`src/rtl/instr_mem_pkg.sv`:
```
// ============================================================================
// Module : instr_mem_pkg
// Brief  : Shared state encoding and default sizing for the instruction memory.
// Rev    : 1.0  initial release
// ============================================================================
`default_nettype none

package instr_mem_pkg;

    localparam int DEF_DATA_W = 8;
    localparam int DEF_ADDR_W = 8;
    localparam int DEF_DEPTH  = 128;

    typedef enum logic [1:0] {
        ST_EMPTY   = 2'd0,
        ST_LOADING = 2'd1,
        ST_RUN     = 2'd2
    } state_t;

endpackage

`default_nettype wire

```
`src/rtl/instr_mem_sync_array.sv`:
```
// ============================================================================
// Module : instr_mem_array
// Brief  : DATA_W x DEPTH storage, one synchronous write port, registered read.
// Rev    : 1.0  initial release
// ============================================================================
`default_nettype none

module instr_mem_array #(
    parameter int DATA_W = 8,
    parameter int DEPTH  = 128,
    parameter int IDX_W  = 7
) (
    input  logic              clk,
    input  logic              we,
    input  logic [IDX_W-1:0]  waddr,
    input  logic [DATA_W-1:0] wdata,
    input  logic              re,
    input  logic [IDX_W-1:0]  raddr,
    output logic [DATA_W-1:0] rdata
);

    logic [DATA_W-1:0] mem [DEPTH];
    logic [DATA_W-1:0] rdata_q;

    // No reset on storage or read register; the caller masks stale read data.
    always_ff @(posedge clk) begin
        if (we) begin
            mem[waddr] <= wdata;
        end
        if (re) begin
            rdata_q <= mem[raddr];
        end
    end

    assign rdata = rdata_q;

endmodule

`default_nettype wire

```
`src/rtl/instr_mem_sync.sv`:
```
// ============================================================================
// Module : instr_mem_sync
// Brief  : Loadable instruction memory with streamed program load and 1-cycle fetch.
// Rev    : 1.0  initial release
// ============================================================================
`default_nettype none

module instr_mem_sync
    import instr_mem_pkg::*;
#(
    parameter int DATA_W = DEF_DATA_W,
    parameter int ADDR_W = DEF_ADDR_W,
    parameter int DEPTH  = DEF_DEPTH
) (
    input  logic              clk,
    input  logic              reset,
    input  logic              load_start,
    input  logic              load_valid,
    input  logic [DATA_W-1:0] load_data,
    input  logic              load_last,
    output logic              load_ready,
    input  logic              fetch_en,
    input  logic [ADDR_W-1:0] fetch_addr,
    output logic              fetch_valid,
    output logic [DATA_W-1:0] fetch_data,
    output logic              fetch_err,
    output logic [ADDR_W:0]   prog_len,
    output logic              ready
);

    localparam int            C_IDX_W    = (DEPTH > 1) ? $clog2(DEPTH) : 1;
    localparam logic [ADDR_W:0] C_LAST_IDX = (ADDR_W+1)'(DEPTH - 1);

    state_t            state_q, state_d;
    logic [ADDR_W:0]   prog_len_q, prog_len_d;
    logic              fetch_valid_q, fetch_valid_d;
    logic              fetch_err_q, fetch_err_d;
    logic              data_zero_q, data_zero_d;
    logic              w_we;
    logic              w_fetch_ok;
    logic [DATA_W-1:0] w_rdata;

    // The program length doubles as the write pointer: both count accepted words.
    always_comb begin
        state_d    = state_q;
        prog_len_d = prog_len_q;
        w_we       = 1'b0;
        case (state_q)
            ST_EMPTY: begin
                if (load_start) begin
                    state_d    = ST_LOADING;
                    prog_len_d = '0;
                end
            end
            ST_LOADING: begin
                if (load_start) begin
                    prog_len_d = '0;
                end else if (load_valid) begin
                    w_we       = 1'b1;
                    prog_len_d = prog_len_q + 1'b1;
                    if (load_last || (prog_len_q == C_LAST_IDX)) begin
                        state_d = ST_RUN;
                    end
                end
            end
            ST_RUN: begin
                if (load_start) begin
                    state_d    = ST_LOADING;
                    prog_len_d = '0;
                end
            end
            default: begin
                state_d    = ST_EMPTY;
                prog_len_d = '0;
            end
        endcase
    end

    assign w_fetch_ok = fetch_en && (state_q == ST_RUN) &&
                        ({1'b0, fetch_addr} < prog_len_q);

    // data_zero forces fetch_data to 0 after reset or a reject, and holds otherwise.
    always_comb begin
        fetch_valid_d = w_fetch_ok;
        fetch_err_d   = fetch_en && !w_fetch_ok;
        data_zero_d   = fetch_en ? !w_fetch_ok : data_zero_q;
    end

    always_ff @(posedge clk) begin
        if (reset) begin
            state_q       <= ST_EMPTY;
            prog_len_q    <= '0;
            fetch_valid_q <= 1'b0;
            fetch_err_q   <= 1'b0;
            data_zero_q   <= 1'b1;
        end else begin
            state_q       <= state_d;
            prog_len_q    <= prog_len_d;
            fetch_valid_q <= fetch_valid_d;
            fetch_err_q   <= fetch_err_d;
            data_zero_q   <= data_zero_d;
        end
    end

    instr_mem_array #(
        .DATA_W (DATA_W),
        .DEPTH  (DEPTH),
        .IDX_W  (C_IDX_W)
    ) u_array (
        .clk   (clk),
        .we    (w_we && !reset),
        .waddr (prog_len_q[C_IDX_W-1:0]),
        .wdata (load_data),
        .re    (w_fetch_ok && !reset),
        .raddr (fetch_addr[C_IDX_W-1:0]),
        .rdata (w_rdata)
    );

    assign load_ready  = (state_q == ST_LOADING);
    assign ready       = (state_q == ST_RUN);
    assign prog_len    = prog_len_q;
    assign fetch_valid = fetch_valid_q;
    assign fetch_err   = fetch_err_q;
    assign fetch_data  = data_zero_q ? '0 : w_rdata;

endmodule

`default_nettype wire

```
`config.mk`:
```
export PLATFORM = sky130hd
export DESIGN_NAME = instr_mem_sync
export DESIGN_NICKNAME = d
export VERILOG_FILES = /design/src/rtl/instr_mem_pkg.sv /design/src/rtl/instr_mem_sync_array.sv /design/src/rtl/instr_mem_sync.sv
export SDC_FILE = /design/constraint.sdc
export NUM_CORES = 1
export LEC_CHECK = 0
export ABC_AREA = 1
export CAP_MARGIN = 0
export CORE_AREA = 2 2 279 281
export CTS_BUF_LIST = sky130_fd_sc_hd__clkbuf_16
export DETAILED_ROUTE_END_ITERATION = 8
export DIE_AREA = 0 0 281 283
export PLACE_DENSITY = 0.84
export SLEW_MARGIN = 10
export SYNTH_ARGS = -nofsm -noshare
export SYNTH_HDL_FRONTEND = slang
export SYNTH_HIERARCHICAL = 1
export SYNTH_SLANG_ARGS = --single-unit
export TNS_END_PERCENT = 10
```
`constraint.sdc`:
```
create_clock -name clk -period 2.2 [get_ports clk]
set_input_delay 0.44 -clock clk [delete_from_list [all_inputs] [get_ports clk]]
set_output_delay 0.44 -clock clk [all_outputs]
set_load 0.005 [all_outputs]
```
-- Word level (Yosys, flattened, before mapping)
Memory sizes are Yosys's and may differ from the RTL's. A register that Yosys moved wholly into a read port is not among the register bits.
Index checks and enable logic that the tools add are counted.
Widths: inputs -> output; s select.
- register bits: 14
- word-level logic and storage cells: 43
- memory bits (writable): 1024
- memories: 1
- output and inout bits: 21
- memory list (memory ; depth ; width ; read ports ; clocked after Yosys merged registers in ; wr ports ; RTL line ; RTL):
    u_array.mem ; 128 ; 8 ; 1 ; 1 ; 1 ; instr_mem_sync_array.sv:22 ; logic [DATA_W-1:0] mem [DEPTH];
- $lt $le $gt $ge: 1
- equal/unequal tests: 8
- $add $sub $neg: 1
- multiplexer cells: 15
- reductions and logical operators: 12
- operators by type and width (operator ; number):
    $mux 9 ; 3
    $pmux 9 s2 ; 1
    $add 9x1->9 const B ; 1
    $eq 9x7->1 const B ; 1
    $lt 8x9->1 ; 1
    $mux 2 ; 4
    $mux 8 ; 1
    $logic_and 1x1->1 ; 5
    $mux 1 ; 5
    $ne 2x1->1 const B ; 2
    $ne 2x2->1 const B ; 2
    $pmux 2 s2 ; 1
    $reduce_and 4->1 ; 1
    $ne 3x3->1 const B ; 1
    $eq 2x1->1 const B ; 1
    $eq 2x2->1 const B ; 1
    $logic_not 1->1 ; 2
    $logic_not 2->1 ; 1
    $reduce_and 2->1 ; 1
    $reduce_or 2->1 ; 1
    $logic_or 1x1->1 ; 1

-- Depth between registers and ports, before layout
- word-level depth: 6
- mapped depth: 14
- gate-level depth less buffers: 11

-- By module
The synthesis kept the hierarchy.
- modules (own cells, without submodules) (module ; cells an instance ; area an instance (µm²) ; instances ; sequential area each (µm²)):
    instr_mem_array ; 3575 ; 42184.2 ; 1 ; 30989.7
    instr_mem_sync ; 158 ; 984.7 ; 1 ; 280.3

-- Worst setup path before layout
OpenSTA, ideal clock, no wires.
- path type: register to register
- from: reg state_q[0]
- to: mem u_array.mem[105][0], enable pin
- path slack: 0.013 ns
- setup time: 0.370 ns
- cell stages (with the launch flop): 9
- buffers on the path: 2
- data required time: 1.830 ns
- period minus slack after synthesis: 2.187 ns
- arrival: 1.816 ns
- path through: dfxtp_1 > inv_1 > nor2_2 > nand2_2 > nor3_4 > clkbuf_1 > nand2_1 > clkbuf_1 > nor2_1
- longest elaborated chain between the ends: 5
- RTL lines (item ; RTL line ; RTL):
    start, declared ; instr_mem_sync.sv:34 ; state_t state_q, state_d;
    start signal, assigned ; instr_mem_sync.sv:97 ; state_q <= state_d;
    $eq 2x1->1 ; - ;
    net load_ready ; instr_mem_sync.sv:21 ; output logic load_ready,
    $mux 1 ; instr_mem_sync.sv:48 ; case (state_q)
    $logic_and 1x1->1 ; instr_mem_sync.sv:111 ; .we (w_we && !reset),
    $mux 1 ; instr_mem_sync_array.sv:27 ; if (we) begin
    $mux 1 (implied by the code) ; instr_mem_sync_array.sv:28 ; mem[waddr] <= wdata;
    end, declared ; instr_mem_sync_array.sv:22 ;
The timed path passes the listed nets, and every way through them passes these cells.

-- Worst setup path after layout
- from: reg data_zero_q
- to: out fetch_data[6]
- longest elaborated chain between the ends: 1
- RTL lines (item ; RTL line ; RTL):
    start, declared ; instr_mem_sync.sv:38 ; logic data_zero_q, data_zero_d;
    start signal, assigned ; instr_mem_sync.sv:101 ; data_zero_q <= data_zero_d;
    $mux 8 ; instr_mem_sync.sv:124 ; assign fetch_data = data_zero_q ? '0 : w_rdata;
    end, declared ; instr_mem_sync.sv:25 ; output logic [DATA_W-1:0] fetch_data,
Every way passes these cells.

==> results.ini <==
[cells_and_area]
postLayoutCoreUtil_pct=64.6
layout.nets=3962
drive_above_1_share_pct=11.7
area_delta_synth_final_pct=14.7
stdcell_count=5050
fill_cells=5108
antenna_cells=0

[clocking]
clk_path_buf_depth=3
cts_root_buf=clkbuf_16
clk_pin_slew_ns=0.06
cts_tree=yes
cts_buffers=98
cts_max_level=3
cts_sinks=1046
clk_latency_ns=0.66

[synth]
synth_top_area_share_pct=71.8
yosysTopAreaCell=edfxtp_1
synth.distinct_cells=25
synth_area_um2=43200
ys_ff_latch=1046
yosysSeqAreaShare_pct=72.4
syn-mean-instance-area_um2=11.6
synth_cells=3733
syn_nets=3763
yosys_warnings=6
yosys-top-cells-area=edfxtp_1, nand2_1, nand3_1, nor2_1, buf_2

[global_route]
grt_use_total_pct=28.1
overflow=0
grt_pass1_wl_mm=171
grt_pass1_vias=29400
grt_max_degree=113
antenna_found_initial=3

[sta]
fmax_ghz=0.461
tightest_slew_ns=0.732
finalCritPeriodShare_pct=98.5
holdWs_ns=0.159
max_slew_margin_pct=51.2
setup_tns_ns=0
rsz0062_at_grt=yes
worst_clock_skew_ns=0.0449
slew_violations=0
finalHoldViolations=0
setup_viol=0
period_minus_slack_ns=2.17

[critical_path]
path_cells=nor2_2 > clkdlybuf4s50_1
crit_end=fetch_data[6]
crit_path_max_fanout=9
path_buf_inv=1
cp_num_cells=2
rr_startpoint=prog_len[6]
startpoint=data_zero_q
slowest_delay_ns=0.51
crit_required_ns=1.76
endpoint_kind=primary output
worstSetupStartpointType=flip-flop
worstSetupPathType=flip-flop to primary output
worstRegToRegCells=4
rrSetupSlack_ns=0.06
cp_top_family=buffers and inverters
slowest_stage=clkdlybuf4s50_1
r2r-end=u_array/mem[29][4]
cp.arrival_ns=1.73

[outcome]
status=complete, no violations

[min_path]
hp-class=input pin to flip-flop

[power_and_ir_drop]
finalPower_mw=40.6
p_leak_nw=18.3
peakVddDrop_uv=774
power.density_nw_per_um2=820

[flow_run]
drv.max_cap_violation_count=0

[placed_design]
gp_congestion=0.910
dp_cells=4870
post-dp-hpwl_mm=69.0
numPortBuffers=42

[floorplanning]
initial_core_util_pct=56.3
die-area_um2=79500
num_rows=102
io_pins=43
die_y_um=283
core_um2=76700
die_w_um=281

[detailed_routing]
drc=0
via_count=30700
routedWlPerCell_um=22.2
final_antenna_net_count=0
viasPerCell=6.08
drt-initial-drc-count=4580
drt_wl_total_mm=112
firstDrtPassIters=6

==> worst reg2reg max path: cells and delay by family (launching register included) <==
kind,cells,cell delay [ns]
simple gates,3,1.20
flops,1,0.40
buf+inv,1,0.24
==> cells by family (layout without fill, tap and decap cells) <==
| family | Yosys count | in the layout | synth area share (%) |
|---|---|---|---|
| DFF | 1046 | 1046 | 72.4 |
| and+or+nand+nor | 2370 | 2370 | 23.4 |
| buffers and inverters | 292 | 569 | 3.67 |
| adders and majority gates | 8 | 8 | 0.232 |
| AOI/OAI and AO/OA | 17 | 17 | 0.229 |
==> synth_stat cells <==
cell type,n
buf_1,14
ha_1,8
buf_6,24
o21ai_0,3
nor3_4,1
buf_4,40
a21oi_2,1
nor3_1,8
nand2_2,3
dfxtp_1,14
inv_1,53
nor2_2,1
buf_2,121
nor2_1,163
edfxtp_1,1032
clkbuf_1,35
nand3_1,939
nand2_1,1252
nand3_2,1
inv_2,4
inv_8,1
a21oi_1,10
a21boi_0,1
o21ai_2,2
nand4_1,2
==> area by class of cell <==
| class | count | area, um^2 | share of cell area (%) |
|---|---|---|---|
| sequential | 1046 | 31300 | 63.2 |
| inverter | 58 | 244 | 0.493 |
| tap | 1040 | 1300 | 2.63 |
| timing repair buffer | 333 | 3320 | 6.71 |
| multi-input combinational | 2395 | 10300 | 20.9 |
| clock buffer | 98 | 2450 | 4.95 |
| clock inverter | 80 | 583 | 1.18 |
==> repair_timing <==
action | CTS | global route
pin swaps | 1 | 2
endpoints found under the hold margin | 0 | 0
buffers inserted | 0 | 2
setup endpoints to repair | 15 | 26
hold buffers | 0 | 0
cloned | 0 | 0
gates resized for setup | 20 | 10
==> worst min-delay path by stage <==
stage                       startpoint                  to  slack, ns  cells after the start
after floorplan            prog_len[8]         prog_len[8]       0.51                      2
after global placement     prog_len[8]         prog_len[8]       0.52                      2
after detailed placement   prog_len[8]         prog_len[8]       0.53                      2
after CTS                 load_data[2]  u_array/mem[44][2]       0.14                      1
after global routing      load_data[2]  u_array/mem[17][2]       0.15                      1
final                     load_data[2]  u_array/mem[45][2]       0.16                      1
==> state kept, by name, summed over array words and instances (netlist names) <==
name	cells
data_zero_q	1
u_array/mem	1024
state_q	2
u_array/rdata	8
prog_len	9
fetch_err	1
fetch_valid	1
==> per-layer routing <==
layer  track usage [%]  routed length, um  vias to the layer above
met4              13.0               5080                        4
met1              37.8              39600                    14600
met2              44.6              53700                     2278
met3              5.15              13600                      336
met5                 0                 27                        -
li1                  -                  -                    13500
==> power breakdown <==
group          switching [mW]  internal (mW)
logic                    1.89          0.785
clock network            7.22           8.83
registers              0.0116           21.9
==> metrics by stage <==
step                      worst slack (ns)  cell area (um^2)
after floorplan                     0.0134             43200
after global placement              -0.133             46400
after detailed placement            -0.175             46400
after CTS                          -0.0554             49500
after global routing              -0.00927             49500
final                               0.0322             49500
==> placed cells by master (no fill, tap or decap), types with 4 or more instances in the layout <==
| cell | instances |
|---|---|
| a21oi_1 | 10 |
| dfxtp_1 | 5 |
| buf_4 | 241 |
| inv_1 | 71 |
| nor2_4 | 4 |
| edfxtp_1 | 1032 |
| clkbuf_16 | 98 |
| clkinv_1 | 22 |
| inv_2 | 8 |
| bufinv_16 | 6 |
| buf_12 | 58 |
| nor3_1 | 8 |
| nand3_1 | 939 |
| dlymetal6s2s_1 | 5 |
| nand2_1 | 1251 |
| nand2_2 | 4 |
| clkdlybuf4s50_1 | 22 |
| dfxtp_2 | 8 |
| ha_1 | 8 |
| nor2_1 | 159 |
| clkinv_2 | 19 |
Note: power is estimated with default switching activity, not from simulation.
